<file path="src/rtl/shift_sequencer.sv">
// Two-requester round-robin front end for a one-bit-per-cycle left shifter.
// A granted word is shifted by its amount, then presented on the result channel with its requester ID.
module shift_sequencer #(
    parameter int W  = 8,
    parameter int SW = 3
) (
    input  logic          clk,
    input  logic          rst,
    input  logic          req0_valid,
    output logic          req0_ready,
    input  logic [W-1:0]  req0_data,
    input  logic [SW-1:0] req0_amt,
    input  logic          req1_valid,
    output logic          req1_ready,
    input  logic [W-1:0]  req1_data,
    input  logic [SW-1:0] req1_amt,
    output logic          res_valid,
    input  logic          res_ready,
    output logic [W-1:0]  res_data,
    output logic          res_id,
    output logic          busy
);

    typedef enum logic [1:0] {
        IDLE  = 2'd0,
        SHIFT = 2'd1,
        DONE  = 2'd2
    } state_t;

    state_t        state;
    state_t        state_next;
    logic [W-1:0]  data_q;
    logic [SW-1:0] cnt_q;
    logic          id_q;
    logic          last_q;

    logic          grant0;
    logic          grant1;
    logic          accept0;
    logic          accept1;
    logic [W-1:0]  data_sel;
    logic [SW-1:0] amt_sel;

    // On a tie the requester that was not served last wins.
    always_comb begin
        grant0   = req0_valid & (~req1_valid | last_q);
        grant1   = req1_valid & (~req0_valid | ~last_q);
        accept0  = (state == IDLE) & grant0;
        accept1  = (state == IDLE) & grant1;
        data_sel = accept1 ? req1_data : req0_data;
        amt_sel  = accept1 ? req1_amt  : req0_amt;
    end

    always_ff @(posedge clk or posedge rst) begin
        if (rst) begin
            state <= IDLE;
        end else begin
            state <= state_next;
        end
    end

    always_comb begin
        state_next = state;
        case (state)
            IDLE: begin
                if (accept0 | accept1) begin
                    state_next = (amt_sel == '0) ? DONE : SHIFT;
                end
            end
            SHIFT: begin
                if (cnt_q == SW'(1)) begin
                    state_next = DONE;
                end
            end
            DONE: begin
                if (res_ready) begin
                    state_next = IDLE;
                end
            end
            default: state_next = IDLE;
        endcase
    end

    always_comb begin
        req0_ready = accept0;
        req1_ready = accept1;
        res_valid  = (state == DONE);
        res_data   = data_q;
        res_id     = id_q;
        busy       = (state != IDLE);
    end

    always_ff @(posedge clk or posedge rst) begin
        if (rst) begin
            data_q <= '0;
            cnt_q  <= '0;
            id_q   <= 1'b0;
            last_q <= 1'b1;
        end else if (accept0 | accept1) begin
            data_q <= data_sel;
            cnt_q  <= amt_sel;
            id_q   <= accept1;
            last_q <= accept1;
        end else if (state == SHIFT) begin
            data_q <= {data_q[W-2:0], 1'b0};
            cnt_q  <= cnt_q - SW'(1);
        end
    end

endmodule
</file>
<file path="config.mk">
export PLATFORM = sky130hd
export DESIGN_NAME = shift_sequencer
export DESIGN_NICKNAME = d
export VERILOG_FILES = /design/src/rtl/shift_sequencer.sv
export SDC_FILE = /design/constraint.sdc
export NUM_CORES = 1
export LEC_CHECK = 0
export ABC_AREA = 1
export CORE_UTILIZATION = 42
export DETAILED_ROUTE_END_ITERATION = 12
export PLACE_DENSITY = 0.89
export SYNTH_ARGS = -nofsm -noshare
export SYNTH_HDL_FRONTEND = slang
export SYNTH_SLANG_ARGS = --single-unit
</file>
<file path="constraint.sdc">
create_clock -name clk -period 1.6 [get_ports clk]
set_input_delay 0.16 -clock clk [delete_from_list [all_inputs] [get_ports clk]]
set_output_delay 0.16 -clock clk [all_outputs]
set_load 0.005 [all_outputs]
</file>
==> results.cfg, run 1 <==
[timing]
fin_tns_setup_ns = 0
relSlewSlack_pct = 62.92
finalHoldViolations = 0
period_needed_ns = 1.525
finalSetupViolCount = 0
worst_pin_slew_ns = 0.5556
fin_crit_sh_pct = 95.33
skew_ns = 0.002087
maxSlewViolCount = 0
fmaxAchievable_ghz = 0.6556
rsz0062_at_grt = false

[floorplan]
start_util_pct = 44.34
core_sq_um = 2212
die_w_um = 50.33
io_pins = 40
rows = 17
die_h_um = 50.33
die_area_sq_um = 2533

[clock_tree]
clock_sinks = 15
ctsRootBufferMaster = clkbuf_4
cts_tree = yes
holdBufCountCts = 0
clk_pin_slew_ns = 0.09
cts.htree.levels = 1
clkLatencyLatePin_ns = 0.28
cts_buffer_depth = 2
cts_buffers = 3

[cells_and_area]
final_cell_area_sq_um = 1506
drive_above_1_share_pct = 16.39
diodes = 0
nNetsFinal = 213
nFillCells = 191
final_common_cell = clkdlybuf4s50_1
final_cell_mix = clkdlybuf4s50_1, nand2_1, inv_1
synthToLayoutAreaGrowth_pct = 53.57

[power_and_ir_drop]
p_total_mw = 2.644
powerDensity_nw_per_um2 = 1755
peakVddDrop_mv = 1.022
p_leak_nw = 0.7220

[flow_run]
maxCapViolations = 0

[logic_synthesis]
yosysUniqueCellTypes = 25
synth_top_area_share_pct = 35.71
syn-mean-instance-area_sq_um = 7.431
synthesis.nets = 161
yosysTopAreaCell = dfrtp_1
ys_ff_latch = 15
syn_area_sq_um = 980.9
ys_warn_count = 0
seq_area_frac_synth_pct = 38.39
synth_area_leaders = dfrtp_1, nand2_1, o21ai_0
synthCells = 132

[global_route]
grt_max_degree = 19
grt_pass1_wl_um = 4367
antenna_found_initial = 0
grt_pass1_vias = 1037
grt_overflow = 0
grtUsageTotal_pct = 22.91

[worst_setup_path]
cp.arrival_ns = 1.37
crit_path_start_kind = flop
crit_path_end_kind = output port
cp.required_ns = 1.44
crit_type = reg -> out
cp_max_fo = 3
r2r_slack_ns = 0.14

[drt]
routed_wl_um = 2640
wire_per_inst_um = 12.51
ant_nets = 0
vias_per_cell = 5.142
firstDrtPassIters = 4
drc = 0
drt-initial-drc-count = 24
num_vias = 1085

[hold_path]
holdCritPathClass = in -> async

[place]
dp_hpwl_um = 1995
place.gp.congestion = 0.8432
post_dp_cell_area_sq_um = 1454
io_buffers = 39

[run_status]
status = complete, no violations
-- routing by layer --
metal | GRT usage [%] | routed length, um | up-vias
li1 | - | - | 533
met1 | 27.69 | 1059 | 498
met2 | 40.22 | 1340 | 45
met3 | 3.939 | 160 | 9
met4 | 8.796 | 79 | 0
met5 | 0 | 0 | -
-- repair_timing --
| action | 4_1_cts | 5_1_grt |
|---|---|---|
| resized for setup | 5 | 2 |
| setup buffers | 2 | 0 |
| pin swaps | 1 | 0 |
| setup endpoints to repair | 4 | 2 |
| gates cloned | 0 | 1 |
-- cells in the mapped netlist --
cell,n
nor2_8,1
nand2_1,29
nor2_1,12
nand4_1,4
nor3_1,1
inv_1,19
buf_6,2
o211ai_1,1
a31oi_1,1
o21ai_1,3
buf_2,1
ha_1,2
a21oi_1,12
inv_2,2
nor2_2,1
nor2_4,1
a21oi_2,2
nand3_1,3
nand2_4,1
o21ai_4,1
dfrtp_1,14
dfstp_2,1
nand3_4,1
o21ai_0,16
clkbuf_2,1
-- where the power goes --
group	internal, mW	leakage (nW)	switching (mW)
Combinational	0.807	0.531	0.859
Clock	0.0965	0.0150	0.118
Sequential	0.594	0.176	0.169
Total	1.50	0.722	1.15
-- final cells by class --
class                      instances  area [sq um]  share of cell area [%]
tap                               28         35.03                   2.326
multi-input combinational         93         505.5                   33.55
sequential                        15         379.1                   25.17
clock buffer                       4         26.28                   1.744
timing repair buffer              50         481.7                   31.98
inverter                          21         78.83                   5.233
-- sequential cells by signal, summed over array words and instances, names as in the netlist --
| signal | count |
|---|---|
| state | 2 |
| cnt_q | 3 |
| res_id | 1 |
| res_data | 8 |
| last_q | 1 |
-- cell families (layout without fill, tap and decap cells) --
kind of cell	Yosys count	in the layout	synth area share [%]
compound gates	36	36	20.66
fa+ha+maj	2	2	2.551
buf+inv	25	75	11.35
flops	15	15	38.39
simple gates	54	55	27.04
-- final timing paths --
kind / startpoint / to / cells after the start
worst max-delay path: state[0] / busy / 3
worst min-delay path: rst / res_id / 2
worst max register to register: state[0] / res_data[6] / 7
worst min register to register: res_id / res_id / 2
max in group asynchronous: rst / state[0] / 2
min in group clk: req0_data[0] / res_data[0] / 3
-- worst max-delay path, stage by stage, from the launching register on --
cell and delay, ns:
dfrtp_2 0.43, inv_1 0.08, nand2_2 0.08, clkdlybuf4s50_1 0.50
-- per-stage QoR --
stage / cells / setup WS [ns] / hold slack [ns] / util, %
after floorplan: 132 / 0.3534 / 0.06076 / -
after global placement: 204 / 0.06078 / 0.4593 / 65.72
after detailed placement: 204 / -0.04746 / 0.4659 / 65.72
after CTS: 210 / 0.02748 / 0.2520 / 67.53
after global routing: 211 / 0.01384 / 0.2672 / 68.10
final: 211 / 0.07464 / 0.2230 / 68.10
Power figures use the tool's default switching activity.
==> inputs of run 2 (changes only) <==
--- a/config.mk
+++ b/config.mk
@@ -6,6 +6,7 @@
 export NUM_CORES = 1
 export LEC_CHECK = 0
 export ABC_AREA = 1
+export CORE_MARGIN = 2
 export CORE_UTILIZATION = 42
 export DETAILED_ROUTE_END_ITERATION = 12
 export PLACE_DENSITY = 0.89
==> results.cfg, run 2 (synthesized netlist as in run 1, its figures left out) <==
[clock_tree]
cts_buffers = 3
cts_buffer_depth = 2
clk_pin_slew_ns = 0.09
clkLatencyLatePin_ns = 0.29
clock_sinks = 15
cts.htree.levels = 1
ctsRootBufferMaster = clkbuf_4
cts_tree = yes

[timing]
period_needed_ns = 1.506
relSlewSlack_pct = 60.65
fmaxAchievable_ghz = 0.6640
fin_crit_sh_pct = 94.13
finalHoldViolations = 0
fin_tns_setup_ns = 0
skew_ns = 0.0007242
rsz0062_at_grt = false
finalWorstSetupSlack_ns = 0.09393
finalSetupViolCount = 0
worst_pin_slew_ns = 0.5896
maxSlewViolCount = 0

[drt]
wire_per_inst_um = 12.69
num_vias = 1092
routed_wl_um = 2729
vias_per_cell = 5.079
drc = 0
ant_nets = 0
firstDrtPassIters = 4
drt-initial-drc-count = 21

[global_route]
grt_pass1_vias = 1075
busiest_layer = met2
antenna_found_initial = 0
use_met1_pct = 27.54
grt_max_degree = 19
gr-usage-met2_pct = 38.96
grt_overflow = 0
grtUsageTotal_pct = 22.50
grt_pass1_wl_um = 4554
use_met3_pct = 3.429

[floorplan]
die_h_um = 52.33
core_sq_um = 2212
rows = 17
start_util_pct = 44.34
die_area_sq_um = 2738
io_pins = 40
die_w_um = 52.33

[worst_setup_path]
cp.required_ns = 1.82
cp.arrival_ns = 1.73
crit_path_end_kind = flop
r2r_cells = 8
max_stage_delay_ns = 0.41
crit_path_start_kind = flop
crit_chain = buf_4 -> nor2_8 -> buf_6 -> o21ai_4 -> buf_4 -> a21oi_1 -> o21ai_0 -> a21oi_1
cp_num_buf_inv = 3
cp_max_fo = 8
worst_path_max_delay_cell = dfrtp_2
crit_type = reg -> reg
cp.depth = 8
cp_top_family = buffers and inverters

[place]
dp_slack_ns = -0.04489
dpl.cell_count = 205
dp_hpwl_um = 2081
io_buffers = 39
place.gp.congestion = 0.7675
post_dp_cell_area_sq_um = 1449

[cells_and_area]
drive_above_1_share_pct = 18.18
nFillCells = 179
final_cell_area_sq_um = 1526
final_cells = 215
synthToLayoutAreaGrowth_pct = 55.61
final_cell_mix = clkdlybuf4s50_1, nand2_1, inv_1
final_common_cell = clkdlybuf4s50_1
nNetsFinal = 217
regArea_sq_um = 379.1
multi_input_area_sq_um = 503.0
diodes = 0
largest_reg_flops = 8

[power_and_ir_drop]
p_leak_nw = 0.7475
p_total_mw = 2.663
peakVddDrop_mv = 1.005
powerDensity_nw_per_um2 = 1745

[flow_run]
maxCapViolations = 0

[hold_path]
holdCritPathClass = in -> async

[run_status]
status = complete, no violations
## run 2: changes by cell type in the layout (fill, tap and decap cells not counted), sizes merged
cell           delta
dlymetal6s2s      +1
clkinv            +1
dlygate4sd2       -2
clkdlybuf4s50     -1
buf               +4
clkdlybuf4s15     +1
## run 2: what timing repair did
item                                    4_1_cts  5_1_grt
setup buffers                                 4        1
endpoints found under the setup margin        4       13
pin swaps                                     0        1
gates resized for setup                       5        5
hold buffers                                  0        0
gates cloned                                  0        1
## run 2: final cells by class
type	instances	area share (%)
clock inverter	1	0.3279
timing repair buffer	54	32.95
tap	28	2.295
clock buffer	3	1.475
inverter	21	5.164
multi-input combinational	93	32.95
sequential	15	24.84
## run 2: through the flow
step | hold slack, ns | util, %
floorplan | 0.06076 | -
global placement | 0.4599 | 65.50
detailed placement | 0.4723 | 65.50
CTS | 0.2401 | 68.04
global route | 0.2658 | 69.00
finish | 0.2211 | 69.00
## run 2: worst paths after layout
| check | startpoint | end | slack (ns) |
|---|---|---|---|
| worst max-delay path | state[0] | res_data[5] | 0.09 |
| worst min-delay path | rst | res_id | 0.22 |
| worst max register to register | state[0] | res_data[5] | 0.09 |
| worst min register to register | res_id | res_id | 0.50 |
| max in group asynchronous | rst | state[1] | 0.96 |
| min in group clk | req0_data[0] | res_data[0] | 0.49 |
## run 2: worst register-to-register path, cell delays in order (launching register included)
cell and delay [ns]:
dfrtp_2 0.41, buf_4 0.15, nor2_8 0.12, buf_6 0.15
o21ai_4 0.10, buf_4 0.18, a21oi_1 0.10, o21ai_0 0.09
a21oi_1 0.13
## run 2: power by group
group / total (mW) / internal [mW] / switching, mW
sequential: 0.729 / 0.593 / 0.135
combinational: 1.71 / 0.825 / 0.886
clock: 0.223 / 0.0930 / 0.130
total: 2.66 / 1.51 / 1.15
## run 2: metal layers
| layer | up-vias | part of all wire, % |
|---|---|---|
| li1 | 538 | - |
| met1 | 508 | 41 |
| met2 | 40 | 52 |
| met3 | 6 | 5.2 |
| met4 | 0 | 1.5 |
| met5 | - | 0 |
==> inputs of run 3 (changes only) <==
--- a/config.mk
+++ b/config.mk
@@ -9,7 +9,7 @@
 export CORE_MARGIN = 2
 export CORE_UTILIZATION = 42
 export DETAILED_ROUTE_END_ITERATION = 12
-export PLACE_DENSITY = 0.89
+export PLACE_DENSITY = 0.86
 export SYNTH_ARGS = -nofsm -noshare
 export SYNTH_HDL_FRONTEND = slang
 export SYNTH_SLANG_ARGS = --single-unit
==> results.cfg, run 3 (synthesized netlist as in run 1, its figures left out) <==
[run_status]
status = complete, no violations

[place]
io_buffers = 39
place.gp.congestion = 0.8582
dp_slack_ns = -0.03679
dp_hpwl_um = 1976
dpl.cell_count = 204

[timing]
fin_crit_sh_pct = 95.89
rsz0062_at_grt = false
period_needed_ns = 1.534
worst_pin_slew_ns = 0.5944
finalHoldViolations = 0
fmaxAchievable_ghz = 0.6518
maxSlewViolCount = 0
finalWorstSetupSlack_ns = 0.06580
relSlewSlack_pct = 60.33
skew_ns = 0.0004405
finalSetupViolCount = 0
fin_tns_setup_ns = 0

[clock_tree]
holdBufCountCts = 0
clk_pin_slew_ns = 0.10
cts.htree.levels = 1
ctsRootBufferMaster = clkbuf_4
clkLatencyLatePin_ns = 0.27
cts_buffer_depth = 2
clock_sinks = 15
cts_buffers = 3
cts_tree = yes

[drt]
vias_per_cell = 5.192
ant_nets = 0
wire_per_inst_um = 13.26
firstDrtPassIters = 4
drc = 0
drt-initial-drc-count = 30
routed_wl_um = 2903
num_vias = 1137

[cells_and_area]
synthToLayoutAreaGrowth_pct = 63.90
final_cells = 219
nFillCells = 177
drive_above_1_share_pct = 20.42
largest_reg_flops = 8
nNetsFinal = 221
final_cell_mix = clkdlybuf4s50_1, nand2_1, inv_1
diodes = 0
final_common_cell = clkdlybuf4s50_1
final_util_pct = 72.68

[global_route]
grt_pass1_vias = 1039
grt_overflow = 0
grtUsageTotal_pct = 21.68
grt_max_degree = 19
antenna_found_initial = 0
grt_pass1_wl_um = 4485

[power_and_ir_drop]
seq_power_share_pct = 25.5
p_total_mw = 2.900
switching_power_mw = 1.220
peakVddDrop_mv = 1.118
switching_share_pct = 42.05
power_frac_comb_pct = 67.1
p_leak_nw = 0.7875
pwr-share-clk_pct = 7.5
p_int_mw = 1.681
powerDensity_nw_per_um2 = 1804

[worst_setup_path]
crit_path_end_kind = output port
crit_path_start_kind = flop
cp.arrival_ns = 1.37
crit_type = reg -> out
cp_max_fo = 3
cp.required_ns = 1.44

[floorplan]
die_h_um = 52.33
io_pins = 40
die_w_um = 52.33
die_area_sq_um = 2738
start_util_pct = 44.34
rows = 17
core_sq_um = 2212

[hold_path]
holdCritPathClass = in -> async

[flow_run]
maxCapViolations = 0
## run 3: path summary, 6_finish.rpt
kind	startpoint	slack, ns	end	depth (start not counted)
worst min register to register	res_id	0.49	res_id	2
min in group clk	res_id	0.49	res_id	2
worst max register to register	state[0]	0.10	res_data[5]	8
max in group asynchronous	rst	0.94	state[0]	2
worst min-delay path	rst	0.24	res_id	2
worst max-delay path	state[0]	0.07	req0_ready	5
## run 3: routing by layer
layer	wire length, um	track usage [%]	vias to the layer above
met4	47	5.556	0
met3	182	4.000	8
met5	0	0	-
met2	1451	37.92	49
li1	-	-	548
met1	1221	27.27	532
## run 3: power by group through the flow
stage | logic (mW) | clock network [mW] | registers (mW)
2_1_floorplan | 0.913 | 0 | 0.745
3_3_place_gp | 1.54 | 0 | 0.758
3_5_place_dp | 1.59 | 0 | 0.764
4_1_cts | 1.71 | 0.222 | 0.728
5_1_grt | 2.15 | 0.246 | 0.760
6_report | 1.95 | 0.217 | 0.738
## run 3: through the flow
step                      hold slack [ns]  instance area, sq um
final                              0.2419                  1608
after global routing               0.2924                  1608
after CTS                          0.2609                  1514
after detailed placement           0.4649                  1454
after global placement             0.4611                  1454
after floorplan                   0.06076                 980.9
## run 3: worst max-delay path, stage by stage, from the launching register on
cell and delay, ns:
dfrtp_2 0.44, buf_4 0.16, nor2_8 0.09, nand2_1 0.07, a21oi_1 0.10, dlygate4sd2_1 0.24
## run 3: timing repair
item	in CTS	in global routing
setup endpoints to repair	4	8
pin swaps	1	4
buffers inserted	4	5
resized for setup	5	7
gates cloned	0	2
## run 3: final cells by class
class                           count  area, sq um  share of cell area, %
Tap cell                           28        35.03                  2.179
Sequential cell                    15        379.1                  23.58
Inverter                           21        78.83                  4.903
Clock buffer                        3        22.52                  1.401
Timing Repair Buffer               58        578.1                  35.95
Multi-Input combinational cell     93        509.2                  31.67
Clock inverter                      1        5.005                 0.3113
